--- config.mk ---
export PLATFORM = sky130hd
export DESIGN_NAME = shot_sequencer
export DESIGN_NICKNAME = d
export VERILOG_FILES = /design/src/rtl/shot_seq_pkg.sv /design/src/rtl/sof_counter.sv /design/src/rtl/shot_sequencer.sv
export SDC_FILE = /design/constraint.sdc
export NUM_CORES = 1
export LEC_CHECK = 0
export CELL_PAD_IN_SITES_DETAIL_PLACEMENT = 1
export CELL_PAD_IN_SITES_GLOBAL_PLACEMENT = 2
export CORE_AREA = 3 3 134 136
export CTS_CLUSTER_DIAMETER = 60
export DETAILED_ROUTE_END_ITERATION = 16
export DIE_AREA = 0 0 137 139
export PLACE_DENSITY_LB_ADDON = 0.1
export SLEW_MARGIN = 30
export SYNTH_ARGS = -nofsm -noshare
export SYNTH_HDL_FRONTEND = slang
export SYNTH_SLANG_ARGS = --single-unit
--- constraint.sdc ---
create_clock -name clk -period 5.2 [get_ports clk]
set_input_delay 0.78 -clock clk [delete_from_list [all_inputs] [get_ports clk]]
set_output_delay 0.78 -clock clk [all_outputs]
set_load 0.01 [all_outputs]
--- src/rtl/shot_seq_pkg.sv ---
// Shared types and defaults for the cue-shot sequencer.
package shot_seq_pkg;

  localparam int unsigned COUNT_W = 8;
  localparam int unsigned VEL_W   = 32;

  localparam int unsigned DEF_SETTLE_FRAMES     = 30;
  localparam int unsigned DEF_MAX_CHARGE_FRAMES = 100;
  localparam int unsigned DEF_STRIKE_FRAMES     = 4;
  localparam int unsigned DEF_ROLL_TIMEOUT      = 30;

  typedef enum logic [2:0] {
    IDLE       = 3'd0,
    WAIT_STILL = 3'd1,
    AIM        = 3'd2,
    CHARGE     = 3'd3,
    STRIKE     = 3'd4,
    ROLLING    = 3'd5
  } shot_state_t;

  typedef struct packed {
    logic signed [VEL_W-1:0] x;
    logic signed [VEL_W-1:0] y;
  } shot_vel_t;

  // Increment that sticks at all-ones instead of wrapping.
  function automatic logic [COUNT_W-1:0] sat_inc(input logic [COUNT_W-1:0] v);
    return (v == '1) ? v : v + COUNT_W'(1);
  endfunction

endpackage

--- src/rtl/sof_counter.sv ---
// Frame-gated up-counter with synchronous clear and a terminal-value flag.
module sof_counter
  import shot_seq_pkg::*;
#(
  parameter int unsigned TERMINAL = 0,
  parameter bit          SATURATE = 1'b1
) (
  input  logic clk,
  input  logic resetN,
  input  logic sof,
  input  logic clear,
  input  logic enable,
  output logic at_term_c
);

  logic [COUNT_W-1:0] count;

  // Clear is not frame-gated so the owner can flush on any clock.
  always_ff @(posedge clk) begin
    if (!resetN) begin
      count <= '0;
    end else if (clear) begin
      count <= '0;
    end else if (sof && enable) begin
      count <= SATURATE ? sat_inc(count) : count + COUNT_W'(1);
    end
  end

  assign at_term_c = (count == COUNT_W'(TERMINAL));

endmodule

--- src/rtl/shot_sequencer.sv ---
// Per-frame cue shot sequencer: settle, aim, charge, strike, fire, roll; owns turn and shot count.
module shot_sequencer
  import shot_seq_pkg::*;
#(
  parameter int unsigned SETTLE_FRAMES     = DEF_SETTLE_FRAMES,
  parameter int unsigned MAX_CHARGE_FRAMES = DEF_MAX_CHARGE_FRAMES,
  parameter int unsigned STRIKE_FRAMES     = DEF_STRIKE_FRAMES,
  parameter int unsigned ROLL_TIMEOUT      = DEF_ROLL_TIMEOUT
) (
  input  logic                    clk,
  input  logic                    resetN,
  input  logic                    startOfFrame,
  input  logic                    space_pressed,
  input  logic                    game_state,
  input  logic                    no_moving_flag,
  input  logic signed [VEL_W-1:0] stick_velocityX,
  input  logic signed [VEL_W-1:0] stick_velocityY,
  output logic                    shot_fire,
  output logic signed [VEL_W-1:0] shotVelocityX,
  output logic signed [VEL_W-1:0] shotVelocityY,
  output logic                    aim_enable,
  output logic                    stick_visible,
  output logic [COUNT_W-1:0]      charge_level,
  output logic                    current_player,
  output logic [COUNT_W-1:0]      shot_count,
  output logic [2:0]              state_dbg
);

  localparam logic [COUNT_W-1:0] CHARGE_MAX = COUNT_W'(MAX_CHARGE_FRAMES);

  shot_state_t state;
  shot_vel_t   shot_vel;

  logic settle_term_c, strike_term_c, roll_term_c;
  logic settle_en, settle_clr;
  logic strike_en, strike_clr;
  logic roll_en, roll_clr;

  // Counters run only in their own state and flush on every exit path.
  assign settle_en  = (state == WAIT_STILL) && no_moving_flag;
  assign settle_clr = !game_state || (state != WAIT_STILL) ||
                      (startOfFrame && (!no_moving_flag || settle_term_c));

  assign strike_en  = (state == STRIKE);
  assign strike_clr = !game_state || (state != STRIKE) ||
                      (startOfFrame && strike_term_c);

  assign roll_en    = (state == ROLLING);
  assign roll_clr   = !game_state || (state != ROLLING) ||
                      (startOfFrame && (!no_moving_flag || roll_term_c));

  sof_counter #(.TERMINAL(SETTLE_FRAMES - 1), .SATURATE(1'b1)) u_settle_cnt (
    .clk       (clk),
    .resetN    (resetN),
    .sof       (startOfFrame),
    .clear     (settle_clr),
    .enable    (settle_en),
    .at_term_c (settle_term_c)
  );

  sof_counter #(.TERMINAL(STRIKE_FRAMES - 1), .SATURATE(1'b1)) u_strike_cnt (
    .clk       (clk),
    .resetN    (resetN),
    .sof       (startOfFrame),
    .clear     (strike_clr),
    .enable    (strike_en),
    .at_term_c (strike_term_c)
  );

  sof_counter #(.TERMINAL(ROLL_TIMEOUT - 1), .SATURATE(1'b1)) u_roll_cnt (
    .clk       (clk),
    .resetN    (resetN),
    .sof       (startOfFrame),
    .clear     (roll_clr),
    .enable    (roll_en),
    .at_term_c (roll_term_c)
  );

  // Shot FSM with registered outputs; leaving the game overrides frame timing.
  always_ff @(posedge clk) begin
    if (!resetN) begin
      state          <= IDLE;
      shot_fire      <= 1'b0;
      shot_vel       <= '0;
      aim_enable     <= 1'b0;
      stick_visible  <= 1'b0;
      charge_level   <= '0;
      current_player <= 1'b0;
      shot_count     <= '0;
    end else if (!game_state) begin
      state          <= IDLE;
      shot_fire      <= 1'b0;
      shot_vel       <= '0;
      aim_enable     <= 1'b0;
      stick_visible  <= 1'b0;
      charge_level   <= '0;
      current_player <= 1'b0;
    end else begin
      shot_fire <= 1'b0;
      if (startOfFrame) begin
        unique case (state)
          IDLE: begin
            state <= WAIT_STILL;
          end
          WAIT_STILL: begin
            if (no_moving_flag && settle_term_c) begin
              state         <= AIM;
              aim_enable    <= 1'b1;
              stick_visible <= 1'b1;
              charge_level  <= '0;
            end
          end
          AIM: begin
            if (!no_moving_flag) begin
              state         <= WAIT_STILL;
              aim_enable    <= 1'b0;
              stick_visible <= 1'b0;
            end else if (space_pressed) begin
              state        <= CHARGE;
              charge_level <= COUNT_W'(1);
            end
          end
          CHARGE: begin
            // Release and max charge on the same frame collapse into one strike.
            if (!space_pressed || (charge_level == CHARGE_MAX)) begin
              state      <= STRIKE;
              aim_enable <= 1'b0;
              shot_vel.x <= stick_velocityX;
              shot_vel.y <= stick_velocityY;
            end else begin
              charge_level <= sat_inc(charge_level);
            end
          end
          STRIKE: begin
            if (strike_term_c) begin
              state         <= ROLLING;
              shot_fire     <= 1'b1;
              shot_count    <= shot_count + COUNT_W'(1);
              stick_visible <= 1'b0;
            end
          end
          ROLLING: begin
            if (!no_moving_flag || roll_term_c) begin
              state          <= WAIT_STILL;
              current_player <= ~current_player;
            end
          end
          default: begin
            state         <= IDLE;
            aim_enable    <= 1'b0;
            stick_visible <= 1'b0;
          end
        endcase
      end
    end
  end

  assign shotVelocityX = shot_vel.x;
  assign shotVelocityY = shot_vel.y;
  assign state_dbg     = state;

endmodule
==> flow_summary.rst, run 1 <==
.. list-table::
   :header-rows: 1

   * - Metric
     - Value
   * - Status
     - completed
   * - Slack of the critical path
     - 2310 ps
   * - Final hold slack
     - 457 ps
   * - Total half-perimeter wirelength after legalization and detailed placement
     - 10200 microns
   * - Floorplan core area
     - 17100 sq um
   * - Via-per-instance ratio
     - 4.73
   * - CP Buf/Inv Count
     - 2
   * - Worst-case clock skew
     - 12.6 ps
   * - Met1 Usage GRT
     - 19.1%
   * - All-layer global routing usage
     - 15.0%
   * - Crit. End Element
     - register
   * - CTS tree
     - yes
   * - Number of pins with negative max-slew slack in the final report
     - 0
   * - Kind of launch point of the worst setup path
     - input pin
   * - Unrepaired setup endpoints after global routing
     - no
   * - Register area share after synthesis
     - 47.0%
   * - Number of top-level design ports
     - 157
   * - CP max-delay cell
     - sky130_fd_sc_hd__and3_2
   * - Kind of cell adding the most delay to the critical path
     - buffers and inverters
   * - Class of the tightest hold or removal check
     - reg -> reg
   * - Die Ht
     - 139 microns
   * - Met2 track demand over resource
     - 25.4%
   * - Max FO, Critical Path
     - 45
   * - Root Buffer
     - sky130_fd_sc_hd__clkbuf_16
   * - Post-layout net count
     - 780
   * - Placed instance count
     - 916
   * - DRC errors left
     - 0
   * - Final standard cell utilization of the core
     - 39.3%
   * - Slew at the pin with the worst max-slew slack
     - 933 ps
   * - Final Setup Violations
     - 0
   * - Post-synthesis cell type count
     - 58
   * - Number of antenna repair diodes
     - 0
   * - Max_cap viols
     - 0
   * - Clk_lat worst skew
     - 350 ps
   * - Relative max-transition margin
     - 37.8%
   * - Wire length reported by the detailed router
     - 14300 microns
   * - Pre-CTS setup slack
     - 1910 ps
   * - Area post-placement
     - 6440 sq um
   * - Iter 0 DRT Violations
     - 153
   * - Signed area change from the synthesized netlist to the final layout
     - 42.0%
   * - Count of nets left with antenna violations after detail routing
     - 0
   * - Reg clk slew, reported paths
     - 80 ps
   * - Cells after synthesis
     - 561
   * - Area taken by flip-flops and latches
     - 2220 sq um
   * - Minimum period implied by the final worst setup slack
     - 2890 ps
   * - Data required, critical path
     - 5460 ps
   * - Most used routing layer
     - met2
   * - Static leakage power
     - 2.13 nW
   * - Routing usage on met3
     - 3.30%
   * - Post-cts gate resize count
     - 0
   * - Initial cell density of the core
     - 27.7%
   * - Worst voltage drop across the vdd grid
     - 0.155 mV
   * - Type of the worst setup path
     - in -> reg
   * - Clock buffer count from CTS
     - 9
   * - Cell Chain, Critical Path
     - clkdlybuf4s50_1, and3_2, buf_4, nand2_1, a21oi_1
   * - Slowest cell delay on critical path
     - 940 ps
   * - Number of optimization iterations in the first detailed-route pass
     - 4
   * - Pin count of the biggest net entering global routing
     - 49
   * - Wire length of the first global-routing pass
     - 23100 microns
   * - Synth Area per Inst
     - 8.43 sq um
   * - Hold violation count in the final report
     - 0
   * - CTS Hold Buffers Added
     - 0
   * - Average wire length per cell after detail routing
     - 15.3 microns
   * - Number of H-tree branching levels
     - 3
   * - Overflow after GRT
     - 0
   * - Non-filler instance count after layout
     - 932
   * - Maximum buffer depth of the clock tree
     - 2
   * - Number of antenna violations at the first check in global routing
     - 0
   * - Final worst-path cycle share
     - 55.6%
   * - Arrival time at the worst endpoint
     - 3150 ps
   * - Die W
     - 137 microns
   * - Pwr Total
     - 1.60 mW
   * - Power density of the placed cells
     - 239 nW/um^2
   * - Count of buffers from port buffering
     - 156
   * - Proportion of layout cells with a drive suffix above 1
     - 4.95%
   * - Async S/R FF share, synth
     - 0%
   * - Most instantiated flip-flop cell in the synthesis netlist
     - sky130_fd_sc_hd__dfxtp_1
   * - Flops & latches, synth
     - 111
   * - Clock tree sinks
     - 111
   * - Area of all placed cells without fillers
     - 6710 sq um
   * - Routability-driven placement congestion ratio
     - 0.778
   * - Highest clock rate
     - 0.346 GHz
   * - Syn_nets
     - 639
   * - Synth Cell Area
     - 4730 sq um
   * - TNS Setup
     - 0 ps
   * - Full die area
     - 19000 sq um
   * - Count of yosys warnings during synthesis
     - 0
   * - Vias in the first global route
     - 4435
   * - Buffers inserted by post-CTS timing repair
     - 0
   * - Number of fillers in the final layout
     - 2029
   * - Vias after detailed routing
     - 4406
   * - Area of combinational cells with multiple inputs
     - 2320 sq um
   * - Number of enable-type register cells in the synthesized netlist
     - 0
   * - Number of placement rows
     - 48
-- cells in the mapped netlist, types with 2 or more instances --
library cell                 n  area share, %
sky130_fd_sc_hd__dfxtp_1   111             47
sky130_fd_sc_hd__and3_1      7           0.93
sky130_fd_sc_hd__buf_2      12            1.3
sky130_fd_sc_hd__nor4b_2     2           0.64
sky130_fd_sc_hd__nand3b_1    2           0.32
sky130_fd_sc_hd__o21ai_0     9           0.95
sky130_fd_sc_hd__nor3_1      5           0.53
sky130_fd_sc_hd__o41ai_2     2           0.69
sky130_fd_sc_hd__o21ai_1     5           0.53
sky130_fd_sc_hd__nand3_1    19            2.0
sky130_fd_sc_hd__and2_1     11            1.5
sky130_fd_sc_hd__a21oi_1    72            7.6
sky130_fd_sc_hd__ha_1        8            2.1
sky130_fd_sc_hd__and4_1      4           0.74
sky130_fd_sc_hd__nand2b_1    3           0.40
sky130_fd_sc_hd__xor2_1     16            3.0
sky130_fd_sc_hd__o31ai_1     6           0.95
sky130_fd_sc_hd__nand2_1   150             12
sky130_fd_sc_hd__inv_1       8           0.64
sky130_fd_sc_hd__buf_6       6            1.4
sky130_fd_sc_hd__nor2b_1     4           0.53
sky130_fd_sc_hd__nor2_1     29            2.3
sky130_fd_sc_hd__nand4_1    12            1.6
sky130_fd_sc_hd__clkbuf_1   10           0.79
sky130_fd_sc_hd__a211oi_1    3           0.48
sky130_fd_sc_hd__o311ai_0    2           0.37
sky130_fd_sc_hd__xnor2_1    12            2.2
-- where the power goes --
group | internal [mW] | switching, mW | leakage (nW) | total (mW)
combinational | 0.0542 | 0.0340 | 1.11 | 0.0881
sequential | 0.850 | 0.00268 | 0.894 | 0.853
clock | 0.340 | 0.322 | 0.129 | 0.662
total | 1.24 | 0.358 | 2.13 | 1.60
-- cell usage in the layout (no fill, tap or decap), drive strengths merged, types with 3 or more instances in the layout --
cell,synthesis,routed
o21ai,15,15
and3,7,7
nor2,29,29
nand3,19,19
nand2b,3,3
and4,5,5
nor2b,4,4
clkbuf,10,12
xor2,16,16
a211oi,3,3
nand4,13,13
a21oi,72,72
o31ai,7,7
buf,19,3
inv,8,9
nand2,150,150
ha,8,8
nor3,5,5
o41ai,3,3
and2,12,12
clkdlybuf4s50,0,156
dfxtp,111,111
xnor2,12,12
-- tightest hold or removal path, delay by kind of cell (launching register included) --
| kind | cells | cell delay [ps] |
|---|---|---|
| DFF | 1 | 310 |
| and+or+nand+nor | 1 | 50 |
| AOI/OAI and AO/OA | 1 | 50 |
-- worst paths after layout --
| kind | start | to | slack, ps | cells after the start |
|---|---|---|---|---|
| min reg2reg | shotVelocityX[11]$_SDFFE_PN0P_ | shotVelocityX[11]$_SDFFE_PN0P_ | 460 | 2 |
| max reg2reg | state_dbg[1]$_SDFFE_PN0P_ | shotVelocityY[22]$_SDFFE_PN0P_ | 2550 | 5 |
| min | shotVelocityX[11]$_SDFFE_PN0P_ | shotVelocityX[11]$_SDFFE_PN0P_ | 460 | 2 |
| max | startOfFrame | shotVelocityY[22]$_SDFFE_PN0P_ | 2310 | 5 |
-- kinds of logic after synthesis --
| kind of cell | Yosys count | share of synthesized area, % |
|---|---|---|
| and+or+nand+nor | 260 | 26.0 |
| AOI/OAI and AO/OA | 116 | 15.1 |
| DFF | 111 | 47.0 |
| buffers and inverters | 37 | 4.29 |
| xor gates and xnor gates | 28 | 5.19 |
| adders and majority gates | 8 | 2.12 |
| muxes | 1 | 0.212 |
-- state kept, by name (all words and copies together), names as in the netlist --
| signal | cells |
|---|---|
| aim_enable | 1 |
| charge_level | 8 |
| current_player | 1 |
| shotVelocityX | 32 |
| shotVelocityY | 32 |
| shot_count | 8 |
| shot_fire | 1 |
| state_dbg | 3 |
| stick_visible | 1 |
| u_roll_cnt.count | 8 |
| u_settle_cnt.count | 8 |
| u_strike_cnt.count | 8 |
-- per-layer routing --
metal	vias to the layer above	wire length (microns)	part of all wire [%]
met5	-	0	0
met4	0	172	1.2
met3	11	741	5.2
met2	103	6750	47
met1	2098	6620	46
li1	2194	-	-
-- cell type report --
class | instances | area share (%)
multi-input cells | 413 | 34.5
flip-flops and latches | 111 | 33.1
repair buffers | 159 | 23.6
well taps | 225 | 4.19
clock buffers | 12 | 3.67
inverters | 8 | 0.447
clock inverters | 4 | 0.429
(Power assumes the default switching activity.)
==> run 2, diff against run 1 <==
CORE_AREA = 3 3 148 150   (was 3 3 134 136)
DIE_AREA = 0 0 151 153   (was 0 0 137 139)
clock period = 2.5 ns   (was 5.2 ns; I/O delays follow)
==> run 2 against run 1 <==
Cell count up 6.1%. Setup slack worse by 1900 ps. Critical path type is now reg -> out. Cell area up 2.0%. Worst hold slack lost 3.2 ps. Register-to-register slack worse by 2100 ps. Largest cell class unchanged. Global-route usage shrank 1.8 points. Count of clock-buffer cells in the layout shrank 1. First-iteration DRC count is 10% lower. Highest routed layer unchanged. Non-clock buffer count is 9 higher. Clock power up 100%. Power up 110%. Clock skew shrank 7.6 ps.
==> flow_summary.rst, run 2 (same netlist as run 1, synthesis figures left out) <==
.. list-table::
   :header-rows: 1

   * - Metric
     - Value
   * - Final worst-path cycle share
     - 81.7%
   * - Class of the tightest hold or removal check
     - reg -> reg
   * - Die Ht
     - 153 microns (+10%)
   * - Number of antenna repair diodes
     - 0 (unchanged)
   * - Count of buffers from port buffering
     - 156 (unchanged)
   * - Internal power consumption
     - 2.58 mW (+110%)
   * - Count of nets left with antenna violations after detail routing
     - 0 (unchanged)
   * - End of the worst register-to-register path
     - shot_count[5]$_SDFFE_PN0P_
   * - Proportion of power drawn by combinational gates
     - 5.8% (+0.3 points)
   * - CTS Hold Buffers Added
     - 0 (unchanged)
   * - Iter 0 DRT Violations
     - 137 (-10%)
   * - Switching Power
     - 729 uW (+100%)
   * - Worst voltage drop across the vdd grid
     - 0.271 mV (+75%)
   * - Final Setup Violations
     - 0 (unchanged)
   * - Max_cap viols
     - 0 (unchanged)
   * - Power density of the placed cells
     - 483 nW/um^2 (+100%)
   * - Proportion of power drawn by the clock network
     - 40.7% (-0.6 points)
   * - Worst-case clock skew
     - 4.97 ps (-7.60 ps)
   * - Root Buffer
     - sky130_fd_sc_hd__clkbuf_16
   * - Number of pins with negative max-slew slack in the final report
     - 0 (unchanged)
   * - Arrival time at the worst endpoint
     - 1670 ps (-1480 ps)
   * - Post-layout net count
     - 789 (+1.2%)
   * - Number of optimization iterations in the first detailed-route pass
     - 4 (unchanged)
   * - Highest clock rate
     - 0.490 GHz
   * - Number of antenna violations at the first check in global routing
     - 0 (unchanged)
   * - Status
     - completed
   * - Hold violation count in the final report
     - 0 (unchanged)
   * - Proportion of layout cells with a drive suffix above 1
     - 6.02% (+1.1 points)
   * - TNS Setup
     - 0 ps (unchanged)
   * - Static leakage power
     - 2.18 nW (+2.4%)
   * - Kind of launch point of the worst setup path
     - register
   * - Beginning of the worst register-to-register path
     - u_strike_cnt.count[0]$_SDFFE_PP0P_
   * - Type of the worst setup path
     - reg -> out
   * - Slew at the pin with the worst max-slew slack
     - 571 ps (-362 ps)
   * - Floorplan core area
     - 20800 sq um (+22%)
   * - Via-per-instance ratio
     - 4.47 (-5.4%)
   * - Area taken by flip-flops and latches
     - 2220 sq um (unchanged)
   * - Pwr Total
     - 3.31 mW (+110%)
   * - Clock tree sinks
     - 111 (unchanged)
   * - DRC errors left
     - 0 (unchanged)
   * - Number of H-tree branching levels
     - 3 (unchanged)
   * - Average wire length per cell after detail routing
     - 15.4 microns (+0.48%)
   * - Depth of the worst register-to-register path
     - 6 (+1)
   * - Most common cell after layout, fill and taps aside
     - sky130_fd_sc_hd__clkdlybuf4s50_1
   * - Relative max-transition margin
     - 61.4% (+24 points)
   * - Slowest cell delay on critical path
     - 560 ps (-380 ps)
   * - Minimum period implied by the final worst setup slack
     - 2040 ps
   * - CTS tree
     - yes
   * - Cell Chain, Critical Path
     - buf_4, clkdlybuf4s50_1
   * - Post-cts gate resize count
     - 0 (unchanged)
   * - CP max-delay cell
     - sky130_fd_sc_hd__clkdlybuf4s50_1
   * - Clk_lat worst skew
     - 350 ps (about the same)
   * - Wire length reported by the detailed router
     - 15200 microns (+6.6%)
   * - Crit. End Element
     - output port
   * - Crit path from
     - state_dbg[0]$_SDFFE_PN0P_
   * - Pin count of the biggest net entering global routing
     - 65 (+33%)
   * - Overflow after GRT
     - 0 (unchanged)
   * - Maximum buffer depth of the clock tree
     - 2 (unchanged)
   * - Setup slack of the worst register-to-register path
     - 490 ps (-2060 ps)
   * - Vias after detailed routing
     - 4424 (+0.41%)
   * - Routability-driven placement congestion ratio
     - 0.738 (-5.2%)
   * - All-layer global routing usage
     - 13.2% (-1.8 points)
   * - Buffers inserted by post-CTS timing repair
     - 0 (unchanged)
   * - Clock buffer count from CTS
     - 9 (unchanged)
   * - Commonest cells after routing, fill and taps aside
     - sky130_fd_sc_hd__clkdlybuf4s50_1, sky130_fd_sc_hd__nand2_1, sky130_fd_sc_hd__dfxtp_1
   * - Reg clk slew, reported paths
     - 70 ps (about the same)
   * - Number of top-level design ports
     - 157 (unchanged)
   * - Data required, critical path
     - 2120 ps (-3340 ps)
   * - End point of the critical path
     - state_dbg[0]
   * - Number of placement rows
     - 53 (+10%)
   * - Area of combinational cells with multiple inputs
     - 2310 sq um (-0.32%)
   * - Full die area
     - 23100 sq um (+21%)
   * - Die W
     - 151 microns (+10%)
   * - Number of fillers in the final layout
     - 2440 (+20%)
   * - Sw Share
     - 22.0% (-0.32 points)
   * - Cells on Worst Hold Path
     - 2 (unchanged)
   * - Share of total power in sequential cells
     - 53.5% (+0.3 points)
   * - Unrepaired setup endpoints after global routing
     - no
   * - Signed area change from the synthesized netlist to the final layout
     - 44.9%
   * - Total half-perimeter wirelength after legalization and detailed placement
     - 11100 microns (+8.5%)
   * - Wire length of the first global-routing pass
     - 24600 microns (+6.4%)
   * - Max FO, Critical Path
     - 10 (-78%)
   * - Initial cell density of the core
     - 22.7% (-5.0 points)
   * - Vias in the first global route
     - 4627 (+4.3%)
-- run 2: layout make-up --
class	instances	area share, %
multi-input cells	413	33.7
flip-flops and latches	111	32.5
repair buffers	168	24.5
well taps	275	5.02
clock buffers	11	3.54
inverters	8	0.439
clock inverters	3	0.311
-- run 2: how the worst min path moves through the flow --
stage,start,to,slack (ps)
6_report,shotVelocityY[30]$_SDFFE_PN0P_,shotVelocityY[30]$_SDFFE_PN0P_,450
5_1_grt,shotVelocityY[7]$_SDFFE_PN0P_,shotVelocityY[7]$_SDFFE_PN0P_,480
4_1_cts,shotVelocityX[19]$_SDFFE_PN0P_,shotVelocityX[19]$_SDFFE_PN0P_,460
3_5_place_dp,shotVelocityX[19]$_SDFFE_PN0P_,shotVelocityX[19]$_SDFFE_PN0P_,450
3_3_place_gp,shotVelocityY[14]$_SDFFE_PN0P_,shotVelocityY[14]$_SDFFE_PN0P_,440
2_1_floorplan,u_strike_cnt.count[1]$_SDFFE_PP0P_,u_strike_cnt.count[1]$_SDFFE_PP0P_,450
-- run 2: routing by layer --
| metal | vias to the layer above | part of all wire [%] | global-route usage (%) |
|---|---|---|---|
| met3 | 12 | 6.4 | 3.82 |
| met5 | - | 0 | 0 |
| li1 | 2202 | - | - |
| met1 | 2104 | 45 | 16.9 |
| met2 | 106 | 47 | 21.7 |
| met4 | 0 | 1.4 | 3.45 |
-- run 2: worst max-delay path: cells and delay by family, from the launching register on --
| kind | cells | cell delay, ps |
|---|---|---|
| flip-flops | 1 | 530 |
| buffers and inverters | 2 | 790 |
-- run 2: through the flow --
stage                     area, sq um  hold WS, ps  util [%]  std cells  setup WS [ps]
after global placement           6580          441      31.6        975            281
after floorplan                  4730          454         -        561            742
after global routing             6850          479      32.9        989            142
final                            6850          454      32.9        989            458
after CTS                        6850          457      32.9        989            410
after detailed placement         6580          446      31.6        975            213
-- run 2: power by group through the flow --
stage          Sequential [mW]  Clock [mW]  Combinational [mW]
2_1_floorplan             1.81           0              0.0515
3_3_place_gp              1.81           0               0.194
3_5_place_dp              1.81           0               0.193
4_1_cts                   1.77        1.43               0.195
5_1_grt                   1.77        1.48               0.209
6_report                  1.77        1.35               0.191
